<file path="config.mk">
export PLATFORM = sky130hd
export DESIGN_NAME = frog_motion_ctrl
export DESIGN_NICKNAME = d
export VERILOG_FILES = /design/src/rtl/frog_motion_ctrl.sv
export SDC_FILE = /design/constraint.sdc
export NUM_CORES = 1
export LEC_CHECK = 0
export ABC_AREA = 1
export BUFFER_PORTS_ARGS = -buffer_cell sky130_fd_sc_hd__buf_2
export CAP_MARGIN = 20
export CORE_MARGIN = 4
export CORE_UTILIZATION = 60
export DETAILED_ROUTE_END_ITERATION = 8
export GPL_TIMING_DRIVEN = 0
export PLACE_DENSITY = 0.89
export RECOVER_POWER = 100
export SLEW_MARGIN = 5
export SYNTH_ARGS = -nofsm -noshare
export SYNTH_HDL_FRONTEND = slang
export SYNTH_SLANG_ARGS = --single-unit
</file>
<file path="constraint.sdc">
create_clock -name i_Clk -period 7.2 [get_ports i_Clk]
set_clock_uncertainty 0.2 [all_clocks]
set_input_delay 1.44 -clock i_Clk [delete_from_list [all_inputs] [get_ports i_Clk]]
set_output_delay 1.44 -clock i_Clk [all_outputs]
set_load 0.01 [all_outputs]
</file>
<file path="src/rtl/frog_motion_ctrl.sv">
// Frogger frog controller: grid movement, log drift, goals, lives and game-over.
// Single clock domain, asynchronous active-low reset.
module frog_motion_ctrl #(
    parameter int GRID_W     = 20,
    parameter int GRID_H     = 15,
    parameter int COORD_W    = 6,
    parameter int START_X    = 10,
    parameter int START_Y    = 14,
    parameter int SCORE_W    = 7,
    parameter int LIVES      = 3,
    parameter int DRIFT_DIV  = 39000000,
    parameter int DEATH_HOLD = 25000000,
    parameter int GOAL_CODE  = 4,
    parameter int WATER_CODE = 2
) (
    input  logic               i_Clk,
    input  logic               i_Rst_L,
    input  logic               i_Up_Mvt,
    input  logic               i_Down_Mvt,
    input  logic               i_Left_Mvt,
    input  logic               i_Right_Mvt,
    input  logic               i_Restart,
    input  logic               i_Collided,
    input  logic               i_On_Log,
    input  logic               i_Log_Dir,
    input  logic [3:0]         i_Bitmap_Data,
    output logic [COORD_W-1:0] o_Frogger_X,
    output logic [COORD_W-1:0] o_Frogger_Y,
    output logic [SCORE_W-1:0] o_Score,
    output logic [2:0]         o_Lives,
    output logic               o_Dying,
    output logic               o_Game_Over,
    output logic               o_Goal_Pulse
);

    localparam int DRIFT_CW = (DRIFT_DIV > 1) ? $clog2(DRIFT_DIV) : 1;
    localparam int HOLD_CW  = (DEATH_HOLD > 1) ? $clog2(DEATH_HOLD) : 1;

    localparam logic [COORD_W-1:0]  X_START = COORD_W'(START_X);
    localparam logic [COORD_W-1:0]  Y_START = COORD_W'(START_Y);
    localparam logic [COORD_W-1:0]  X_MAX   = COORD_W'(GRID_W - 1);
    localparam logic [COORD_W-1:0]  Y_MAX   = COORD_W'(GRID_H - 1);
    localparam logic [COORD_W-1:0]  C_ONE   = COORD_W'(1);
    localparam logic [SCORE_W-1:0]  S_ONE   = SCORE_W'(1);
    localparam logic [DRIFT_CW-1:0] D_ONE   = DRIFT_CW'(1);
    localparam logic [DRIFT_CW-1:0] D_LAST  = DRIFT_CW'(DRIFT_DIV - 1);
    localparam logic [HOLD_CW-1:0]  H_ONE   = HOLD_CW'(1);
    localparam logic [HOLD_CW-1:0]  H_LAST  = HOLD_CW'(DEATH_HOLD - 1);
    localparam logic [2:0]          L_INIT  = 3'(LIVES);
    localparam logic [3:0]          GOAL    = 4'(GOAL_CODE);
    localparam logic [3:0]          WATER   = 4'(WATER_CODE);

    typedef enum logic [1:0] {
        PLAY  = 2'd0,
        DYING = 2'd1,
        OVER  = 2'd2
    } state_t;

    state_t state, state_nx;

    logic [COORD_W-1:0]  x, y, x_nx, y_nx, mx, my, dx;
    logic [SCORE_W-1:0]  score, score_nx;
    logic [2:0]          lives, lives_nx;
    logic [DRIFT_CW-1:0] drift_cnt, drift_nx;
    logic [HOLD_CW-1:0]  hold_cnt, hold_nx;
    logic                pulse, pulse_nx;

    logic up_q, down_q, left_q, right_q, restart_q;
    logic up_ev, down_ev, left_ev, right_ev, restart_ev;
    logic death, goal, tick, hold_done;

    assign up_ev      = i_Up_Mvt & ~up_q;
    assign down_ev    = i_Down_Mvt & ~down_q;
    assign left_ev    = i_Left_Mvt & ~left_q;
    assign right_ev   = i_Right_Mvt & ~right_q;
    assign restart_ev = i_Restart & ~restart_q;

    assign death = i_Collided
                 | ((i_Bitmap_Data == WATER) & ~i_On_Log)
                 | ((y == '0) & (i_Bitmap_Data != GOAL));
    assign goal      = (y == '0) & (i_Bitmap_Data == GOAL);
    assign tick      = i_On_Log & (drift_cnt == D_LAST);
    assign hold_done = (hold_cnt == H_LAST);

    // Edge registers start high so a level held through reset is not a press.
    always_ff @(posedge i_Clk or negedge i_Rst_L) begin
        if (!i_Rst_L) begin
            up_q      <= 1'b1;
            down_q    <= 1'b1;
            left_q    <= 1'b1;
            right_q   <= 1'b1;
            restart_q <= 1'b1;
        end else begin
            up_q      <= i_Up_Mvt;
            down_q    <= i_Down_Mvt;
            left_q    <= i_Left_Mvt;
            right_q   <= i_Right_Mvt;
            restart_q <= i_Restart;
        end
    end

    always_ff @(posedge i_Clk or negedge i_Rst_L) begin
        if (!i_Rst_L) state <= PLAY;
        else          state <= state_nx;
    end

    always_comb begin
        state_nx = state;
        unique case (state)
            PLAY:    if (death) state_nx = DYING;
            DYING:   if (hold_done) state_nx = (lives == '0) ? OVER : PLAY;
            OVER:    if (restart_ev) state_nx = PLAY;
            default: state_nx = PLAY;
        endcase
    end

    // Clamped move first, then the wrapping drift on top of it.
    always_comb begin
        mx = x;
        my = y;
        if (up_ev) begin
            if (y != '0) my = y - C_ONE;
        end else if (down_ev) begin
            if (y != Y_MAX) my = y + C_ONE;
        end else if (left_ev) begin
            if (x != '0) mx = x - C_ONE;
        end else if (right_ev) begin
            if (x != X_MAX) mx = x + C_ONE;
        end
        dx = mx;
        if (tick) begin
            if (i_Log_Dir) dx = (mx == X_MAX) ? '0 : mx + C_ONE;
            else           dx = (mx == '0) ? X_MAX : mx - C_ONE;
        end
    end

    always_comb begin
        x_nx     = x;
        y_nx     = y;
        score_nx = score;
        lives_nx = lives;
        drift_nx = drift_cnt;
        hold_nx  = hold_cnt;
        pulse_nx = 1'b0;
        unique case (state)
            PLAY: begin
                if (death) begin
                    lives_nx = lives - 3'd1;
                    hold_nx  = '0;
                end else if (goal) begin
                    score_nx = (score == '1) ? score : score + S_ONE;
                    pulse_nx = 1'b1;
                    x_nx     = X_START;
                    y_nx     = Y_START;
                    drift_nx = '0;
                end else begin
                    x_nx     = dx;
                    y_nx     = my;
                    drift_nx = (!i_On_Log || tick) ? '0 : drift_cnt + D_ONE;
                end
            end
            DYING: begin
                hold_nx = hold_cnt + H_ONE;
                if (hold_done) begin
                    hold_nx = '0;
                    if (lives != '0) begin
                        x_nx     = X_START;
                        y_nx     = Y_START;
                        drift_nx = '0;
                    end
                end
            end
            OVER: begin
                if (restart_ev) begin
                    score_nx = '0;
                    lives_nx = L_INIT;
                    x_nx     = X_START;
                    y_nx     = Y_START;
                    drift_nx = '0;
                    hold_nx  = '0;
                end
            end
            default: ;
        endcase
    end

    always_ff @(posedge i_Clk or negedge i_Rst_L) begin
        if (!i_Rst_L) begin
            x         <= X_START;
            y         <= Y_START;
            score     <= '0;
            lives     <= L_INIT;
            drift_cnt <= '0;
            hold_cnt  <= '0;
            pulse     <= 1'b0;
        end else begin
            x         <= x_nx;
            y         <= y_nx;
            score     <= score_nx;
            lives     <= lives_nx;
            drift_cnt <= drift_nx;
            hold_cnt  <= hold_nx;
            pulse     <= pulse_nx;
        end
    end

    always_comb begin
        o_Dying     = (state == DYING);
        o_Game_Over = (state == OVER);
    end

    assign o_Frogger_X  = x;
    assign o_Frogger_Y  = y;
    assign o_Score      = score;
    assign o_Lives      = lives;
    assign o_Goal_Pulse = pulse;

endmodule

</file>
==> results.toml, run 1 <==
[placement]
dp.cells = 923
gp_congestion = 0.933
hpwl_um = 10300
port_buffers = 38

[route]
first_pass_iters = 5
avgViaCountPerCell = 5.86
wl_per_cell_um = 14.7
vias = 5504
drtAntennaViolNets = 0
drc = 0
drt_iter0_markers = 370
wirelength_um = 13800

[setup_path]
cp-start-kind = "input pin"
arrival_ps = 3890
crit_type = "in -> reg"
critPathMaxFanout = 10
critPathRequiredTime_ps = 7230
rr_startpoint = "hold_cnt[0]"
startpoint = "i_Bitmap_Data[0]"
crit_path_end_kind = "flop"

[timing]
tightest_slew_ps = 835
drv_slew = 0
slew_headroom_pct = 44.3
max_freq_mhz = 259
setup_tns_ps = 0
min_period_ps = 3860
period_share_pct = 53.6
hold_viol = 0
setup_violations = 0
rsz0062_at_grt = "no"

[die]
dieArea_sq_um = 10900
start_util_pct = 62.7
core_sq_um = 8890
die_y_um = 104
dieWidth_um = 104
io_pins = 39
rows = 34

[clocking]
cts.sinks = 81
h-tree-depth = 3
post_cts_buffers = 0
clock_latency_ps = 380
cts_tree = "done"
path_clk_slew_ps = 90
numCtsBuffers = 9
cts_root_buf = "clkbuf_8"
cts.repair.resized = 0
ctsHoldBuffers = 0
cts.path.max_buffers = 2

[power_and_ir_drop]
power_density_nw_per_um2 = 315
p_total_mw = 1.90
peakVddDrop_v = 0.000219
leakage_nw = 2.74

[logic_synthesis]
ys_async_sr_fraction_pct = 100
syn-num-nets = 810
synth_top_area_cell = "dfrtp_1"
synth_warnings = 0
ys_top_cells_by_area = "dfrtp_1, nand2_1, nor2_1"
syn_area_sq_um = 5580
synth_edf_count = 0
synth_most_common_cell = "nand2_1"
synth.top_cells.by_count = "nand2_1, nor2_1, inv_1"
syn_inst = 776
yosysSeqAreaShare_pct = 36.6
synth_top_cell_area_share_pct = 31.0
synth-main-ff-cell = "dfrtp_1"
ys_ff_latch = 81
synth_cell_type_count = 44
synth_area_per_cell_sq_um = 7.19

[global_routing]
grt_pass1_wl_um = 23900
grt_pass1_vias = 5467
grt_usage_pct = 26.1
antenna_found_initial = 0
grt_max_degree = 70
overflow = 0

[final_layout]
stdcell_count = 939
antennaDiodeCount = 0
fillers = 722
regArea_sq_um = 2040
syn_to_final_growth_pct = 8.10
multi_input_area_sq_um = 3000
drive_above_1_share_pct = 8.78
final_core_utilization_pct = 67.8
finish.net_count = 860

[min_path]
hold_path_startpoint = "hold_cnt[5]"
hp-class = "reg -> reg"

[status]
status = "complete, no violations"

[job]
maxCapViolations = 0
==> registers in the layout, summed over array words and instances (netlist names) <==
signal        cells
restart_q         1
drift_cnt        26
o_Lives           3
state             2
down_q            1
o_Frogger_X       6
right_q           1
up_q              1
hold_cnt         25
o_Frogger_Y       6
left_q            1
o_Score           7
o_Goal_Pulse      1
==> layer usage <==
metal	vias to the layer above	wire length, um	GRT usage (%)
met2	252	6980	44.9
met4	0	312	9.40
met1	2564	5640	31.9
met3	42	907	5.96
met5	-	0	0
li1	2646	-	-
==> where the power goes <==
part	total, mW	switching [mW]	leakage, nW	internal (mW)
clock	0.333	0.191	0.0998	0.142
combinational	0.943	0.667	1.58	0.276
sequential	0.623	0.0850	1.06	0.538
total	1.90	0.944	2.74	0.955
==> worst paths after layout <==
| kind | to | slack (ps) | depth (start not counted) |
|---|---|---|---|
| max in group asynchronous | o_Lives[0] | 5020 | 2 |
| worst max register to register | drift_cnt[14] | 3940 | 9 |
| min in group asynchronous | o_Frogger_X[4] | 940 | 1 |
| worst min register to register | hold_cnt[5] | 310 | 1 |
| worst min-delay path | hold_cnt[5] | 310 | 1 |
| worst max-delay path | drift_cnt[14] | 3340 | 12 |
==> placed cells by master, fill, tap and decap left out, drive strengths merged, types with 3 or more instances in the layout <==
master	instances
nand3	61
buf	19
dfrtp	69
nor2	121
o41ai	4
nor4	9
ha	19
clkbuf	41
a21oi	39
xnor2	11
nor3	39
inv	115
and3	3
o31ai	3
dfstp	12
xor2	17
nand4	27
nand2	166
nor3b	4
o21ai	31
==> per-stage QoR <==
stage	cell area, sq um	worst slack, ps	hold WS (ps)
after detailed placement	5930	3340	294
after global placement	5900	3410	282
after floorplan	5580	3840	256
after global routing	6030	3140	334
after CTS	6130	3720	309
final	6030	3340	310
==> critical path: stages <==
cell	delay, ps
buf_2	90
nor2_1	150
nand3_1	100
inv_1	80
nor2_1	50
inv_1	80
nand2_1	50
nand2_1	120
nand3_1	400
nor2_1	710
clkbuf_1	470
nor3_1	130
==> logic make-up after synthesis <==
group / Yosys count / synth area share [%]
flip-flops: 81 / 36.6
AND/OR/NAND/NOR: 433 / 36.1
buffers and inverters: 122 / 8.75
AO/OA/AOI/OAI: 92 / 9.53
adder cells (fa/ha/maj): 20 / 4.62
XOR/XNOR: 28 / 4.40
==> cell type report <==
class / count / share of cell area, %
Clock inverter: 6 / 0.913
Inverter: 111 / 6.91
Tap cell: 108 / 2.24
Clock buffer: 10 / 2.28
Multi-Input combinational cell: 573 / 49.7
Timing Repair Buffer: 39 / 3.11
Sequential cell: 81 / 33.9
Buffer: 11 / 0.955
Power figures use the tool's default switching activity.
==> run 2: changes to the inputs <==
- CORE_UTILIZATION: 60 -> 55
- PLACE_DENSITY: 0.89 -> 0.87
- clock period: 7.2 -> 3.3 ns (I/O delays scaled with it)
==> results.toml, run 2 (same netlist as run 1, synthesis figures left out) <==
[status]
status = "complete, no violations"

[die]
io_pins = 39
die_y_um = 109
start_util_pct = 56.8
dieWidth_um = 109
core_sq_um = 9820
rows = 36
dieArea_sq_um = 11800

[final_layout]
regArea_sq_um = 2040
largest_reg_flops = 26
drive_above_1_share_pct = 9.50
finish.net_count = 861
layout_commonest_cell = "nand2_1"
final_cell_mix = "nand2_1, nor2_1, inv_1, dfrtp_1, nand3_1"
final_core_utilization_pct = 61.9
top_register = "drift_cnt"
antennaDiodeCount = 0
multi_input_area_sq_um = 3020
fillers = 946
syn_to_final_growth_pct = 9.04

[route]
drt_iter0_markers = 346
drc = 0
drtAntennaViolNets = 0
wl_per_cell_um = 13.7
avgViaCountPerCell = 5.52
vias = 5331
wirelength_um = 13200
first_pass_iters = 5

[power_and_ir_drop]
peakVddDrop_v = 0.000451
seq_power_share_pct = 32.5
clockPowerShare_pct = 18.6
intPower_mw = 2.16
switchingPower_mw = 2.00
leakage_nw = 2.74
switching_share_pct = 48.1
power_density_nw_per_um2 = 684
comb_power_share_pct = 49.0

[clocking]
cts_tree = "done"
path_clk_slew_ps = 90
ctsHoldBuffers = 1
h-tree-depth = 3
numCtsBuffers = 9
cts_root_buf = "clkbuf_8"
cts.sinks = 81
cts.repair.resized = 0
post_cts_buffers = 0
cts.path.max_buffers = 2
clock_latency_ps = 360

[global_routing]
overflow = 0
grt_usage_pct = 23.7
antenna_found_initial = 0
grt_pass1_vias = 5005
grt_pass1_wl_um = 22800
grt_max_degree = 67

[timing]
rsz0062_at_grt = "no"
hold_viol = 0
setup_violations = 0
drv_slew = 0
period_share_pct = 90.6
setup_tns_ps = 0
slew_headroom_pct = 40.2
min_period_ps = 2990
max_freq_mhz = 334
whs_ps = 177
tightest_slew_ps = 898

[placement]
gp_congestion = 0.911
hpwl_um = 9700
port_buffers = 38

[setup_path]
crit_type = "reg -> reg"
critPathRequiredTime_ps = 3380
crit_path_end_kind = "flop"
critPathMaxFanout = 8
arrival_ps = 3070
cp-start-kind = "flop"
ff2ff_path_depth = 17

[min_path]
whs_path_depth = 1
hp-class = "in -> reg"

[job]
maxCapViolations = 0
==> run 2: layout make-up <==
cell class	count	share of cell area [%]
repair buffers	40	2.90
flip-flops and latches	81	33.6
inverters	111	6.85
multi-input cells	573	49.6
well taps	133	2.74
plain buffers	11	0.967
clock inverters	5	1.03
clock buffers	11	2.32
==> run 2: final timing paths <==
path / startpoint / to / slack, ps
hold / removal: i_Up_Mvt / up_q / 180
setup / recovery: o_Frogger_X[0] / o_Frogger_X[3] / 310
max in group asynchronous: i_Rst_L / hold_cnt[16] / 730
hold reg to reg: hold_cnt[5] / hold_cnt[5] / 300
setup reg to reg: o_Frogger_X[0] / o_Frogger_X[3] / 310
min in group asynchronous: i_Rst_L / o_Frogger_X[4] / 700
==> run 2: worst max-delay path: stages, from the launching register on <==
cell      delay (ps)
dfrtp_1          450
inv_1            260
ha_1             220
nand3_1          100
nand2_1          100
nand2_1          100
nand2_1           90
nand2_1           50
nand2_1          210
inv_1            130
ha_1             250
nand3_1           90
nor2_1            70
nor2_1           220
nand2_1           80
nand2_1           70
nand2_1           50
a21boi_0         190
==> run 2: stage by stage <==
step | power [mW] | setup slack (ps) | instance area, sq um | cells
finish | 4.16 | 309 | 6080 | 965
global route | 4.50 | 30.3 | 6080 | 965
CTS | 4.26 | 364 | 6180 | 965
detailed placement | 3.49 | 230 | 5960 | 948
global placement | 3.43 | 259 | 5930 | 947
floorplan | 2.88 | 720 | 5580 | 776
==> run 2: routing by layer <==
metal	part of all wire [%]	global-route usage [%]	vias to the layer above
li1	-	-	2634
met1	45	31.3	2508
met2	48	39.9	165
met3	4.8	3.20	24
met4	2.0	8.48	0
met5	0	0	-
==> run 2: power groups by stage <==
stage / Sequential [mW] / Clock (mW) / Combinational, mW
global route: 1.38 / 0.821 / 2.30
finish: 1.35 / 0.773 / 2.04
global placement: 1.37 / 0 / 2.06
floorplan: 1.39 / 0 / 1.49
CTS: 1.36 / 0.784 / 2.12
detailed placement: 1.37 / 0 / 2.11
